===== config.mk =====
export PLATFORM = sky130hd
export DESIGN_NAME = pipe_ctrl
export DESIGN_NICKNAME = d
export VERILOG_FILES = /design/src/rtl/pipe_ctrl_pkg.sv /design/src/rtl/Reg.sv /design/src/rtl/pipe_ctrl_hazard_detect.sv /design/src/rtl/pipe_ctrl.sv
export SDC_FILE = /design/constraint.sdc
export NUM_CORES = 1
export LEC_CHECK = 0
export CORE_MARGIN = 2
export CORE_UTILIZATION = 52
export CTS_CLUSTER_SIZE = 14
export DETAILED_ROUTE_END_ITERATION = 6
export PLACE_DENSITY = 0.85
export SYNTH_ARGS = -nofsm -noshare
export SYNTH_HDL_FRONTEND = slang
export SYNTH_SLANG_ARGS = --single-unit

===== constraint.sdc =====
create_clock -name clk -period 2.9 [get_ports clk]
set_input_delay 0.435 -clock clk [delete_from_list [all_inputs] [get_ports clk]]
set_output_delay 0.435 -clock clk [all_outputs]
set_load 0.02 [all_outputs]

===== src/rtl/pipe_ctrl_pkg.sv =====
// Shared types and defaults for the pipeline sequencer: FSM encodings,
// the per-cycle control bundle, and the canned control patterns.
package pipe_ctrl_pkg;

  localparam int unsigned PC_REG_ID_WIDTH    = 5;
  localparam int unsigned PC_TIMEOUT_DEFAULT = 255;

  typedef enum logic [1:0] {
    PC_RUN      = 2'd0,
    PC_MEM_WAIT = 2'd1,
    PC_ERR      = 2'd2
  } pcState_t;

  typedef struct packed {
    logic pcWen;
    logic wenIfId;
    logic wenIdEx;
    logic wenExMem;
    logic wenMemWb;
    logic flushIfId;
    logic flushIdEx;
    logic flushMemWb;
  } pcCtl_t;

  function automatic pcCtl_t mkCtl(
    input logic pcWen,
    input logic wenIfId,
    input logic wenIdEx,
    input logic wenExMem,
    input logic wenMemWb,
    input logic flushIfId,
    input logic flushIdEx,
    input logic flushMemWb
  );
    pcCtl_t c;
    c.pcWen      = pcWen;
    c.wenIfId    = wenIfId;
    c.wenIdEx    = wenIdEx;
    c.wenExMem   = wenExMem;
    c.wenMemWb   = wenMemWb;
    c.flushIfId  = flushIfId;
    c.flushIdEx  = flushIdEx;
    c.flushMemWb = flushMemWb;
    return c;
  endfunction

  // Flush wins over enable in the pipeline registers, so the enable of a
  // flushed stage is left high where that keeps the pattern uniform.
  localparam pcCtl_t CTL_RESET    = 8'b0000_0111;
  localparam pcCtl_t CTL_ERR      = 8'b0000_0000;
  localparam pcCtl_t CTL_MEM      = 8'b0000_1001;
  localparam pcCtl_t CTL_REDIRECT = 8'b1111_1110;
  localparam pcCtl_t CTL_LOAD_USE = 8'b0011_1010;
  localparam pcCtl_t CTL_FETCH    = 8'b0111_1100;
  localparam pcCtl_t CTL_RUN      = 8'b1111_1000;

endpackage


===== src/rtl/Reg.sv =====
// Generic enabled register with asynchronous active-low reset.
module Reg #(
  parameter int unsigned      Width    = 1,
  parameter logic [Width-1:0] ResetVal = '0
) (
  input  logic             clk,
  input  logic             rst,
  input  logic             en,
  input  logic [Width-1:0] d,
  output logic [Width-1:0] q
);

  always_ff @(posedge clk or negedge rst) begin
    if (!rst) begin
      q <= ResetVal;
    end else if (en) begin
      q <= d;
    end
  end

endmodule


===== src/rtl/pipe_ctrl_hazard_detect.sv =====
// Load-use hazard compare between the ID-stage sources and a load in EX.
module hazard_detect #(
  parameter int unsigned RegIdWidth = 5
) (
  input  logic [RegIdWidth-1:0] rs1_ID,
  input  logic [RegIdWidth-1:0] rs2_ID,
  input  logic                  rs1_used_ID,
  input  logic                  rs2_used_ID,
  input  logic [RegIdWidth-1:0] rd_EX,
  input  logic                  mem_read_EX,
  input  logic                  valid_EX,
  output logic                  loadUse
);

  logic rdLive;
  logic hit1;
  logic hit2;

  // x0 is hardwired zero, so a load targeting it never creates a dependency.
  assign rdLive  = valid_EX && mem_read_EX && (rd_EX != '0);
  assign hit1    = rs1_used_ID && (rs1_ID == rd_EX);
  assign hit2    = rs2_used_ID && (rs2_ID == rd_EX);
  assign loadUse = rdLive && (hit1 || hit2);

endmodule


===== src/rtl/pipe_ctrl.sv =====
// Central 5-stage pipeline sequencer: stall/flush decisions, data-memory
// wait FSM with watchdog, and a saturating stall performance counter.
module pipe_ctrl
  import pipe_ctrl_pkg::*;
#(
  parameter int unsigned RegIdWidth = PC_REG_ID_WIDTH,
  parameter int unsigned TIMEOUT    = PC_TIMEOUT_DEFAULT,
  parameter int unsigned CntWidth   = 32
) (
  input  logic                  clk,
  input  logic                  rst,
  input  logic [RegIdWidth-1:0] rs1_ID,
  input  logic [RegIdWidth-1:0] rs2_ID,
  input  logic                  rs1_used_ID,
  input  logic                  rs2_used_ID,
  input  logic [RegIdWidth-1:0] rd_EX,
  input  logic                  mem_read_EX,
  input  logic                  valid_EX,
  input  logic                  redirect_EX,
  input  logic                  ifu_valid,
  input  logic                  mem_req_MEM,
  input  logic                  mem_ready_MEM,
  output logic                  pc_wen,
  output logic                  wen_IF_ID,
  output logic                  wen_ID_EX,
  output logic                  wen_EX_MEM,
  output logic                  wen_MEM_WB,
  output logic                  flush_IF_ID,
  output logic                  flush_ID_EX,
  output logic                  flush_MEM_WB,
  output logic                  mem_timeout,
  output logic [CntWidth-1:0]   stall_cnt
);

  localparam int unsigned WaitWidth = (TIMEOUT < 2) ? 1 : $clog2(TIMEOUT + 1);
  localparam logic [WaitWidth-1:0] TimeoutVal = WaitWidth'(TIMEOUT);

  pcState_t             state;
  pcCtl_t               ctl;
  logic                 loadUse;
  logic                 memStall;
  logic                 stallAny;
  logic                 waitEn;
  logic [WaitWidth-1:0] waitD;
  logic [WaitWidth-1:0] waitCnt;
  logic                 statEn;
  logic [CntWidth-1:0]  statD;

  hazard_detect #(
    .RegIdWidth(RegIdWidth)
  ) uHazard (
    .rs1_ID      (rs1_ID),
    .rs2_ID      (rs2_ID),
    .rs1_used_ID (rs1_used_ID),
    .rs2_used_ID (rs2_used_ID),
    .rd_EX       (rd_EX),
    .mem_read_EX (mem_read_EX),
    .valid_EX    (valid_EX),
    .loadUse     (loadUse)
  );

  assign memStall = ((state == PC_RUN) && mem_req_MEM && !mem_ready_MEM) ||
                    ((state == PC_MEM_WAIT) && !mem_ready_MEM);

  // Priority chain; reset is folded in so the pipeline is held flushed
  // for as long as rst is low, not only from the next edge.
  always_comb begin
    ctl      = CTL_RUN;
    stallAny = 1'b0;
    if (!rst) begin
      ctl = CTL_RESET;
    end else if (state == PC_ERR) begin
      ctl = CTL_ERR;
    end else if (memStall) begin
      ctl      = CTL_MEM;
      stallAny = 1'b1;
    end else if (redirect_EX) begin
      ctl = CTL_REDIRECT;
    end else if (loadUse) begin
      ctl      = CTL_LOAD_USE;
      stallAny = 1'b1;
    end else if (!ifu_valid) begin
      ctl      = CTL_FETCH;
      stallAny = 1'b1;
    end
  end

  assign pc_wen       = ctl.pcWen;
  assign wen_IF_ID    = ctl.wenIfId;
  assign wen_ID_EX    = ctl.wenIdEx;
  assign wen_EX_MEM   = ctl.wenExMem;
  assign wen_MEM_WB   = ctl.wenMemWb;
  assign flush_IF_ID  = ctl.flushIfId;
  assign flush_ID_EX  = ctl.flushIdEx;
  assign flush_MEM_WB = ctl.flushMemWb;

  // Wait counter: loads 1 on entry to MEM_WAIT and counts each further
  // not-ready cycle; it stops at TIMEOUT, where the FSM takes over.
  always_comb begin
    waitEn = 1'b0;
    waitD  = waitCnt;
    if ((state == PC_RUN) && mem_req_MEM && !mem_ready_MEM) begin
      waitEn = 1'b1;
      waitD  = WaitWidth'(1);
    end else if ((state == PC_MEM_WAIT) && !mem_ready_MEM && (waitCnt != TimeoutVal)) begin
      waitEn = 1'b1;
      waitD  = waitCnt + WaitWidth'(1);
    end
  end

  Reg #(
    .Width    (WaitWidth),
    .ResetVal ('0)
  ) uWaitCnt (
    .clk (clk),
    .rst (rst),
    .en  (waitEn),
    .d   (waitD),
    .q   (waitCnt)
  );

  assign statEn = stallAny && (stall_cnt != '1);
  assign statD  = stall_cnt + CntWidth'(1);

  Reg #(
    .Width    (CntWidth),
    .ResetVal ('0)
  ) uStallCnt (
    .clk (clk),
    .rst (rst),
    .en  (statEn),
    .d   (statD),
    .q   (stall_cnt)
  );

  always_ff @(posedge clk or negedge rst) begin
    if (!rst) begin
      state       <= PC_RUN;
      mem_timeout <= 1'b0;
    end else begin
      unique case (state)
        PC_RUN: begin
          if (mem_req_MEM && !mem_ready_MEM) begin
            state <= PC_MEM_WAIT;
          end
        end
        PC_MEM_WAIT: begin
          if (mem_ready_MEM) begin
            state <= PC_RUN;
          end else if (waitCnt == TimeoutVal) begin
            state       <= PC_ERR;
            mem_timeout <= 1'b1;
          end
        end
        PC_ERR: begin
          state <= PC_ERR;
        end
        default: begin
          state <= PC_RUN;
        end
      endcase
    end
  end

endmodule

Yosys cells after proc, flatten, opt, wreduce, memory -nomap -nowiden

Cells that the tools add are included.

Register bits: 43
Bits of input ports: 25
Output and inout port bits: 41
Word-level logic and storage cells: 56

Add/sub/neg operators: 2
Equal/unequal tests: 9
Multiplexer cells: 20
Bitwise operators: 1
Reductions and logical operators: 20

Operators by type and width:

| cell                  | count |
|---|---|
| $mux 8                | 8 |
| $add 32x1->32 const B | 1 |
| $ne 32x32->1 const B  | 1 |
| $logic_and 1x1->1     | 11 |
| $eq 5x5->1            | 2 |
| $add 8x1->8 const B   | 1 |
| $eq 8x8->1 const B    | 1 |
| $mux 1                | 8 |
| $ne 8x8->1 const B    | 1 |
| $mux 2                | 3 |
| $pmux 2 s3            | 1 |
| $reduce_bool 5->1     | 1 |
| $reduce_and 2->1      | 2 |
| $ne 3x2->1 const B    | 1 |
| $reduce_and 3->1      | 1 |
| $eq 2x1->1 const B    | 1 |
| $eq 2x2->1 const B    | 1 |
| $logic_not 2->1       | 1 |
| $logic_or 1x1->1      | 2 |
| $ne 2x1->1 const B    | 1 |
| $reduce_bool 2->1     | 1 |
| $logic_not 1->1       | 1 |
| $not 1->1             | 1 |

Logic depth before layout (Yosys ltp)

Gate-level depths: netlist (run 1).

Depth in word-level cells: 10
Depth in mapped cells: 7
Gate-level depth less buffers: 7

Hierarchy

From an unflattened synthesis (run 1), not the netlist that was laid out.

Cell total of the unflattened synthesis: 255
Area total of the unflattened synthesis: 2870.3 µm²

Modules (own cells, without submodules):

| module           | times used | cells an instance | area an instance (µm²) | seq. area each (µm²) |
|---|---|---|---|---|
| Reg at uStallCnt | 1          | 68                | 1345.0                 | 800.8 |
| pipe_ctrl        | 1          | 153               | 1058.5                 | 75.1 |
| Reg at uWaitCnt  | 1          | 17                | 331.6                  | 200.2 |
| hazard_detect    | 1          | 17                | 135.1                  | 0.0 |

Worst setup path before layout (run 1)

No wires, ideal clock.

Path kind: input-to-output
Start: input rd_EX[0]
End: output flush_IF_ID
Data arrival time: 1.848 ns
Slack: 0.617 ns
Stages: 5
Cells stage by stage: or4_1 o211ai_2 nand2b_1 a21oi_1 o21ai_0

Longest elaborated chain between the ends: 9
Elaborated cells between the ends (all ways): 13

RTL lines:

| item                                 | line                                                         | RTL |
|---|---|---|
| start: declaration                   | pipe_ctrl.sv:16                                              | `input logic [RegIdWidth-1:0] rd_EX,` |
| $eq 5x5->1 (on tied branches)        | pipe_ctrl_hazard_detect.sv:21, pipe_ctrl_hazard_detect.sv:22 |  |
| $logic_and 1x1->1 (on tied branches) | pipe_ctrl_hazard_detect.sv:21, pipe_ctrl_hazard_detect.sv:22 |  |
| $logic_or 1x1->1                     | pipe_ctrl_hazard_detect.sv:23                                | `assign loadUse = rdLive && (hit1 \|\| hit2);` |
| $logic_and 1x1->1 (*)                | pipe_ctrl_hazard_detect.sv:23                                |  |
| $mux 8 (*)                           | pipe_ctrl.sv:79                                              | `end else if (loadUse) begin` |
| $mux 8 (*)                           | pipe_ctrl.sv:77                                              | `end else if (redirect_EX) begin` |
| $mux 8 (*)                           | pipe_ctrl.sv:74                                              | `end else if (memStall) begin` |
| $mux 8 (*)                           | pipe_ctrl.sv:72                                              | `end else if (state == PC_ERR) begin` |
| $mux 8 (*)                           | pipe_ctrl.sv:70                                              | `if (!rst) begin` |
| end: declaration                     | pipe_ctrl.sv:28                                              | `output logic flush_IF_ID,` |

Mark *: on every way between the ends. The rest lies on a longest branch, timed or not.

Final worst setup path (run 1)

Start: input rd_EX[3]
End: output flush_ID_EX

Longest elaborated chain between the ends: 9
Elaborated cells between the ends (all ways): 13

RTL lines:

| item                                 | line                                                         | RTL |
|---|---|---|
| $eq 5x5->1 (on tied branches)        | pipe_ctrl_hazard_detect.sv:21, pipe_ctrl_hazard_detect.sv:22 |  |
| $logic_and 1x1->1 (on tied branches) | pipe_ctrl_hazard_detect.sv:21, pipe_ctrl_hazard_detect.sv:22 |  |
| $logic_or 1x1->1                     | pipe_ctrl_hazard_detect.sv:23                                |  |
| $logic_and 1x1->1 (*)                | pipe_ctrl_hazard_detect.sv:23                                |  |
| $mux 8 (*)                           | pipe_ctrl.sv:79                                              |  |
| $mux 8 (*)                           | pipe_ctrl.sv:77                                              |  |
| $mux 8 (*)                           | pipe_ctrl.sv:74                                              |  |
| $mux 8 (*)                           | pipe_ctrl.sv:72                                              |  |
| $mux 8 (*)                           | pipe_ctrl.sv:70                                              |  |
| end: declaration                     | pipe_ctrl.sv:29                                              | `output logic flush_ID_EX,` |

Marks and branches as above.

==> results.cfg, run 1 <==
[floorplan]
die_x_um = 72.0
die-area_um2 = 5180
core_area_um2 = 4410
rows = 24
dieHeight_um = 72.0
initial_utilization_pct = 54.4
ios = 66

[route]
via_per_inst = 5.54
vias = 2035
routed_wirelength_um = 5110
wire_per_inst_um = 13.9
drtAntennaViolNets = 0
drt_iter0_drc = 167
drc = 0
firstDrtPassIters = 4

[logic_synthesis]
syn_nets = 264
yosysTopAreaCellShare_pct = 44.8
syn_inst = 237
yosys_warnings = 0
syn-cell-area_um2 = 2400
synth_flop_cell = dfrtp_1
synth_enable_flop_cells = 0
synthArstFlopShare_pct = 100
synth.largest_area_cell = dfrtp_1
syn_avg_cell_area_um2 = 10.1
synth.distinct_cells = 42
ys_ff_latch = 43
seq_area_frac_synth_pct = 44.8
ys_top_cells_by_area = dfrtp_1 45%, xor2_1 11%, xnor2_1 4.4%

[status]
status = finished, final reports clean

[critical_path]
cp.depth = 7
crit_chain = clkdlybuf4s50_1 > or4_1 > o211ai_2 > nand2b_1 > nor2b_1 > o21ai_0 > clkdlybuf4s15_1
crit_path_top_delay_cell = or4_1
critPathMaxFanout = 4
cp_top_family = simple AND/OR/NAND/NOR gates
worstPathArrival_ps = 2330
cp_data_required_time_ps = 2470
setup.worst_path.class = in -> out
worst-path-buf-inv = 2
r2r_cells = 7
critPathMaxStageDelay_ps = 540
crit_path_end_kind = primary output
cp-start-kind = primary input

[power_and_ir_drop]
p_leak_nw = 1.48
p_per_area_nw_per_um2 = 474
ir_worst_vdd_v = 0.000465

[clock_tree]
path_clk_slew_ps = 80
clock-root-buffer = clkbuf_8
max-clock-path-buffers = 2
insertion_delay_ps = 300
cts_tree = yes
numCtsBuffers = 5
clock_sinks = 43
htreeDepth = 2

[flow_run]
drv_cap = 0

[timing]
fin_crit_ps = 2760
tns_ps = 0
hold_ws_ps = 470
finalCritPeriodShare_pct = 95.3
slew-limit-headroom_pct = 74.6
fmax_mhz = 362
drv_slew = 0
hold_viol_final = 0
rsz0062_at_grt = no
setup_viol = 0
worst_slew_pin_slew_ps = 378
skew_ps = 11.6
worst_slack_ps = 135

[finish]
layout.cells.non_filler = 367
layout.nets = 341
diodes = 0
post-route-util_pct = 73.8
seq_area_um2 = 1080
syn2layout_area_growth_pct = 35.7
drive_above_1_share_pct = 12.7
layout_commonest_cell = clkdlybuf4s50_1
multi_input_area_um2 = 1250
final_cell_mix = 60 x clkdlybuf4s50_1, 43 x dfrtp_1, 31 x xor2_1, 22 x nand2_1, 17 x nor3_1
nFillCells = 335

[grt]
grt_max_degree = 33
antenna_found_initial = 0
grt_pass1_wl_um = 8830
grt_pass1_vias = 1946
grt_overflow = 0
grt_usage_pct = 21.6

[place]
dpl.hpwl_um = 3840
io_buffers = 65
dp.cells = 358
gp_congestion = 0.750
post-place-ws_ps = -209

[hold_path]
worstHoldPathCells = 1
holdCritPathClass = reg -> reg
==> flip-flops by register name, summed over array words and instances, names as in the netlist <==
signal / cells
mem_timeout: 1
state: 2
uWaitCnt.q: 8
uStallCnt.q: 32
==> area by class of cell <==
cell class	instances	share of cell area, %
Clock buffer	5	2.11
Clock inverter	3	1.34
Inverter	4	0.461
Multi-Input combinational cell	183	38.4
Sequential cell	43	33.0
Tap cell	52	2.00
Timing Repair Buffer	77	22.7
==> worst paths after layout <==
kind	startpoint	to	slack (ps)
hold reg to reg	mem_timeout	mem_timeout	470
min in group asynchronous	rst	state[1]	490
max in group asynchronous	rst	uStallCnt.q[26]	1920
hold / removal	mem_timeout	mem_timeout	470
setup / recovery	rd_EX[3]	flush_ID_EX	140
setup reg to reg	uStallCnt.q[3]	uStallCnt.q[27]	710
==> power breakdown <==
group / internal, mW / total (mW) / switching, mW
combinational: 0.182 / 0.367 / 0.184
sequential: 0.654 / 0.717 / 0.0623
clock: 0.256 / 0.462 / 0.205
==> cell usage after synthesis (4+ instances only) <==
| cell type | instances |
|---|---|
| or3_1 | 6 |
| and3_1 | 5 |
| dfrtp_1 | 43 |
| nor3_1 | 17 |
| nor2_1 | 10 |
| nand2_1 | 22 |
| nor4b_2 | 4 |
| nand2b_1 | 4 |
| o21ai_0 | 6 |
| xnor2_1 | 12 |
| nor4_1 | 9 |
| a21oi_1 | 6 |
| nand3_1 | 14 |
| inv_1 | 4 |
| xor2_1 | 31 |
| nand4_1 | 7 |
==> timing repair <==
action | CTS | global route
hold buffers | 1 | 0
setup endpoints to repair | 4 | 3
gates resized for setup | 4 | 7
hold endpoints to repair | 1 | 0
cloned | 0 | 0
buffers inserted | 0 | 0
==> logic make-up (layout without fill, tap and decap cells) <==
family | count (synthesis) | in the layout | share of synthesized area [%]
XOR/XNOR | 43 | 43 | 15.7
AO/OA/AOI/OAI | 19 | 19 | 5.26
adder cells (fa/ha/maj) | 2 | 2 | 1.04
multiplexers | 2 | 2 | 1.04
flip-flops | 43 | 43 | 44.8
buffers and inverters | 11 | 89 | 3.07
AND/OR/NAND/NOR | 117 | 117 | 29.1
==> metal layers <==
layer	up-vias	routed length (µm)	global-route usage, %
met4	0	82	7.34
met3	8	216	3.89
met1	981	2160	28.5
met2	56	2650	36.3
li1	990	-	-
met5	-	0	0
==> stage by stage <==
step	power, mW	cell area [µm²]
after floorplan	0.922	2400
after global placement	1.09	3150
after detailed placement	1.10	3150
after CTS	1.56	3270
after global routing	1.63	3260
final	1.54	3260
No activity file was read; power rests on OpenSTA's default activity.
==> run 2: changes to the inputs <==
--- a/config.mk
+++ b/config.mk
@@ -5,6 +5,7 @@
 export SDC_FILE = /design/constraint.sdc
 export NUM_CORES = 1
 export LEC_CHECK = 0
+export CORE_ASPECT_RATIO = 1.4
 export CORE_MARGIN = 2
 export CORE_UTILIZATION = 52
 export CTS_CLUSTER_SIZE = 14
==> run 2 against run 1 <==
Register-to-register slack improved by 100 ps. Hold slack got worse by 180 ps. Setup slack got worse by 30 ps. Die area rose by 0.15%. Total power fell by 6.5%. Global-route usage fell by 1.3 points. Sequential power barely moved. Highest routed layer unchanged. Largest cell class unchanged. Via count fell by 0.84%. Non-clock buffer count fell by 2. Clock power fell by 22%.
==> results.cfg, run 2 (same netlist as run 1, synthesis figures left out) <==
[finish]
layout_commonest_cell = clkdlybuf4s50_1
largest_register_ffs = 32
top_register = uStallCnt.q
layout.nets = 339
drive_above_1_share_pct = 11.5
diodes = 0
top_regs = uStallCnt.q x32, uWaitCnt.q x8, state x2
layout.cells.non_filler = 375
final_cell_mix = 60 x clkdlybuf4s50_1, 43 x dfrtp_1, 31 x xor2_1, 22 x nand2_1, 17 x nor3_1
syn2layout_area_growth_pct = 34.3

[critical_path]
critPathMaxFanout = 4
crit_path_end_kind = primary output
cp-start-kind = primary input
crit_chain = clkdlybuf4s50_1 > or4_1 > o211ai_2 > nand2b_1 > a21oi_1 > o21ai_0 > dlygate4sd2_1
cp_data_required_time_ps = 2470
r2r_cells = 7
critPathMaxStageDelay_ps = 560
worstPathArrival_ps = 2360
worst-path-buf-inv = 2
crit_path_top_delay_cell = or4_1
setup.worst_path.class = in -> out
rrSetupSlack_ps = 810
r2r_start = uStallCnt.q[3]
cp.depth = 7
r2r_end = uStallCnt.q[1]
cp_top_family = buffers and inverters

[power_and_ir_drop]
p_switching_mw = 0.439
seqPwrFrac_pct = 49.5
ir_worst_vdd_v = 0.000380
p_leak_nw = 1.46
sw_frac_of_total_pct = 30.4
finalPower_mw = 1.44
power_frac_clock_pct = 24.9
combPwrFrac_pct = 25.6
intPower_mw = 1.01
p_per_area_nw_per_um2 = 448

[floorplan]
ios = 66
die_x_um = 61.4
die-area_um2 = 5180
initial_utilization_pct = 53.4
rows = 29
dieHeight_um = 84.4
core_area_um2 = 4500

[grt]
grt_pass1_wl_um = 8180
antenna_found_initial = 0
grt_pass1_vias = 1910
grt_overflow = 0
grt_usage_pct = 20.3
grt_max_degree = 44

[route]
drc = 0
vias = 2018
via_per_inst = 5.38
wire_per_inst_um = 13.7
drtAntennaViolNets = 0
drt_iter0_drc = 56
firstDrtPassIters = 4
routed_wirelength_um = 5160

[clock_tree]
htreeDepth = 2
max-clock-path-buffers = 2
clock_sinks = 43
clock-root-buffer = clkbuf_8
cts_tree = yes
insertion_delay_ps = 290
numCtsBuffers = 5
cts_hold_buf = 0
path_clk_slew_ps = 80

[timing]
rsz0062_at_grt = no
drv_slew = 0
slew-limit-headroom_pct = 64.5
worst_slew_pin_slew_ps = 532
skew_ps = 3.39
hold_viol_final = 0
finalCritPeriodShare_pct = 96.4
fin_crit_ps = 2790
setup_viol = 0
fmax_mhz = 358

[flow_run]
drv_cap = 0

[place]
gp_congestion = 0.744
dpl.hpwl_um = 3760
io_buffers = 65
dp.cells = 367

[status]
status = finished, final reports clean

[hold_path]
holdCritPathClass = in -> async
## run 2: repair_timing
| action | 4_1_cts | 5_1_grt |
|---|---|---|
| resized for setup | 4 | 5 |
| buffers inserted | 0 | 0 |
| setup endpoints to repair | 4 | 2 |
## run 2: worst max path at each step
stage              from          end
4_1_cts        rd_EX[0]       pc_wen
6_report       rd_EX[0]  flush_IF_ID
5_1_grt        rd_EX[0]       pc_wen
2_1_floorplan  rd_EX[0]  flush_IF_ID
3_3_place_gp   rd_EX[0]  flush_IF_ID
3_5_place_dp   rd_EX[0]       pc_wen
## run 2: power by group through the flow
stage	sequential, mW	combinational [mW]	clock, mW
floorplan	0.758	0.164	0
global placement	0.723	0.366	0
detailed placement	0.726	0.376	0
CTS	0.714	0.375	0.376
global route	0.722	0.401	0.403
finish	0.715	0.370	0.359
## run 2: layout make-up
type | instances | area [µm²]
clock buffer | 7 | 76.3
timing repair buffer | 75 | 724
tap | 62 | 77.6
clock inverter | 1 | 5.00
inverter | 4 | 15.0
multi-input combinational | 183 | 1250
sequential | 43 | 1080
fill | 370 | 1270
## run 2: through the flow
step / cell area [µm²] / worst slack [ps] / TNS [ps] / hold WS [ps] / util [%]
floorplan: 2400 / 617 / 0 / 139 / -
CTS: 3230 / 68.0 / 0 / 313 / 71.8
global route: 3230 / 3.74 / 0 / 330 / 71.7
detailed placement: 3150 / -222 / -628 / 473 / 70.1
finish: 3230 / 105 / 0 / 290 / 71.7
global placement: 3150 / -166 / -446 / 454 / 70.1
## run 2: layer usage
metal / share of wire [%] / routed length [µm] / GRT usage [%]
met1: 41 / 2090 / 23.6
met2: 50 / 2560 / 35.4
met3: 8.4 / 435 / 5.70
met4: 1.3 / 65 / 5.80
met5: 0 / 0 / 0
==> run 3: changes to the inputs <==
--- a/config.mk
+++ b/config.mk
@@ -7,10 +7,10 @@
 export LEC_CHECK = 0
 export CORE_ASPECT_RATIO = 1.4
 export CORE_MARGIN = 2
-export CORE_UTILIZATION = 52
+export CORE_UTILIZATION = 48
 export CTS_CLUSTER_SIZE = 14
 export DETAILED_ROUTE_END_ITERATION = 6
-export PLACE_DENSITY = 0.85
+export PLACE_DENSITY = 0.8
 export SYNTH_ARGS = -nofsm -noshare
 export SYNTH_HDL_FRONTEND = slang
 export SYNTH_SLANG_ARGS = --single-unit
==> constraint.sdc (replaced) <==
create_clock -name clk -period 3.2 [get_ports clk]
set_input_delay 0.48 -clock clk [delete_from_list [all_inputs] [get_ports clk]]
set_output_delay 0.48 -clock clk [all_outputs]
set_load 0.02 [all_outputs]
==> run 3 against run 2 <==
Total power is 2.8% lower. Wire length is 1.6% higher. Setup slack better by 69 ps. Flip-flop and latch count stayed put. Largest cell class unchanged. Highest routed layer unchanged.
==> results.cfg, run 3 (same netlist as run 1, synthesis figures left out) <==
[critical_path]
r2r_cells = 7
crit_path_top_delay_cell = clkdlybuf4s50_1
cp_top_family = buffers and inverters
rrSetupSlack_ps = 930
crit_chain = clkdlybuf4s50_1 > or4_1 > o211ai_2 > nand2b_1 > o21a_1 > clkdlybuf4s50_1
critPathMaxFanout = 4
crit_path_end_kind = primary output
cp.depth = 6
crit_top_cell = clkdlybuf4s50_1
cp-start-kind = primary input
worstPathArrival_ps = 2550
critPathMaxStageDelay_ps = 590
setup.worst_path.class = in -> out
worst-path-buf-inv = 2
cp_data_required_time_ps = 2720

[finish]
layout_commonest_cell = clkdlybuf4s50_1
layout.nets = 339
largest_register_ffs = 32
diodes = 0
top_regs = uStallCnt.q x32, uWaitCnt.q x8, state x2
top_register = uStallCnt.q
post-route-util_pct = 67.4
drive_above_1_share_pct = 11.8
syn2layout_area_growth_pct = 35.9
final_cell_mix = 61 x clkdlybuf4s50_1, 43 x dfrtp_1, 31 x xor2_1, 22 x nand2_1, 17 x nor3_1

[power_and_ir_drop]
combPwrFrac_pct = 24.1
sw_frac_of_total_pct = 29.4
p_leak_nw = 1.49
power_frac_clock_pct = 29.6
p_switching_mw = 0.413
p_per_area_nw_per_um2 = 430
seqPwrFrac_pct = 46.2
intPower_mw = 0.991
ir_worst_vdd_v = 0.000274

[grt]
grt_pass1_wl_um = 8730
grt_max_degree = 44
grt_usage_pct = 19.7
grt_overflow = 0
grt_pass1_vias = 1986
antenna_found_initial = 0

[clock_tree]
insertion_delay_ps = 300
ctsResizeCount = 0
clock_sinks = 43
cts_tree = yes
numCtsBuffers = 5
max-clock-path-buffers = 2
clock-root-buffer = clkbuf_8
path_clk_slew_ps = 90
htreeDepth = 2
cts_hold_buf = 0
postCtsSetupBuffers = 0

[route]
wire_per_inst_um = 13.9
drt_iter0_drc = 48
drtAntennaViolNets = 0
vias = 1999
firstDrtPassIters = 4
drc = 0
routed_wirelength_um = 5240
via_per_inst = 5.30

[place]
io_buffers = 65
dpl.hpwl_um = 3900
post-place-ws_ps = 67.1
gp_congestion = 0.751

[floorplan]
core_area_um2 = 4840
dieHeight_um = 87.7
die_x_um = 63.8
die-area_um2 = 5590
initial_utilization_pct = 49.6
rows = 30
ios = 66

[hold_path]
holdCritPathClass = in -> async

[timing]
skew_ps = 10.6
rsz0062_at_grt = no
worst_slew_pin_slew_ps = 534
tns_ps = 0
hold_viol_final = 0
worst_slack_ps = 174
finalCritPeriodShare_pct = 94.6
drv_slew = 0
fmax_mhz = 330
slew-limit-headroom_pct = 64.4
hold_ws_ps = 323
fin_crit_ps = 3030
setup_viol = 0

[flow_run]
drv_cap = 0

[status]
status = finished, final reports clean
run 3: power groups by stage:
stage               Clock (mW)  Sequential, mW  Combinational (mW)
finish                   0.416           0.649               0.339
floorplan                    0           0.687               0.148
global placement             0           0.657               0.334
global route             0.454           0.658               0.370
CTS                      0.431           0.649               0.344
detailed placement           0           0.659               0.342
run 3: layout make-up:
type / instances / area (µm²)
fill: 386 / 1580
multi-input combinational: 183 / 1250
sequential: 43 / 1080
timing repair buffer: 75 / 728
tap: 64 / 80.1
clock buffer: 5 / 68.8
clock inverter: 3 / 43.8
inverter: 4 / 15.0
run 3: path summary, 6_finish.rpt:
| kind | from | endpoint |
|---|---|---|
| worst max-delay path | rd_EX[0] | wen_IF_ID |
| min in group clk | mem_timeout | mem_timeout |
| max in group asynchronous | rst | uStallCnt.q[24] |
| worst min register to register | mem_timeout | mem_timeout |
| worst max register to register | uStallCnt.q[3] | uStallCnt.q[1] |
| worst min-delay path | rst | uWaitCnt.q[4] |
run 3: metal layers:
layer	vias to the layer above	share of wire [%]	track usage, %
li1	992	-	-
met1	946	43	23.1
met2	55	50	34.6
met3	6	5.0	4.76
met4	0	1.5	8.30
met5	-	0	0
run 3: stage by stage:
stage	cell area (µm²)	power, mW	instances
3_5_place_dp	3140	1.00	369
3_3_place_gp	3140	0.990	369
4_1_cts	3260	1.42	377
2_1_floorplan	2400	0.835	237
5_1_grt	3260	1.48	377
6_report	3260	1.40	377
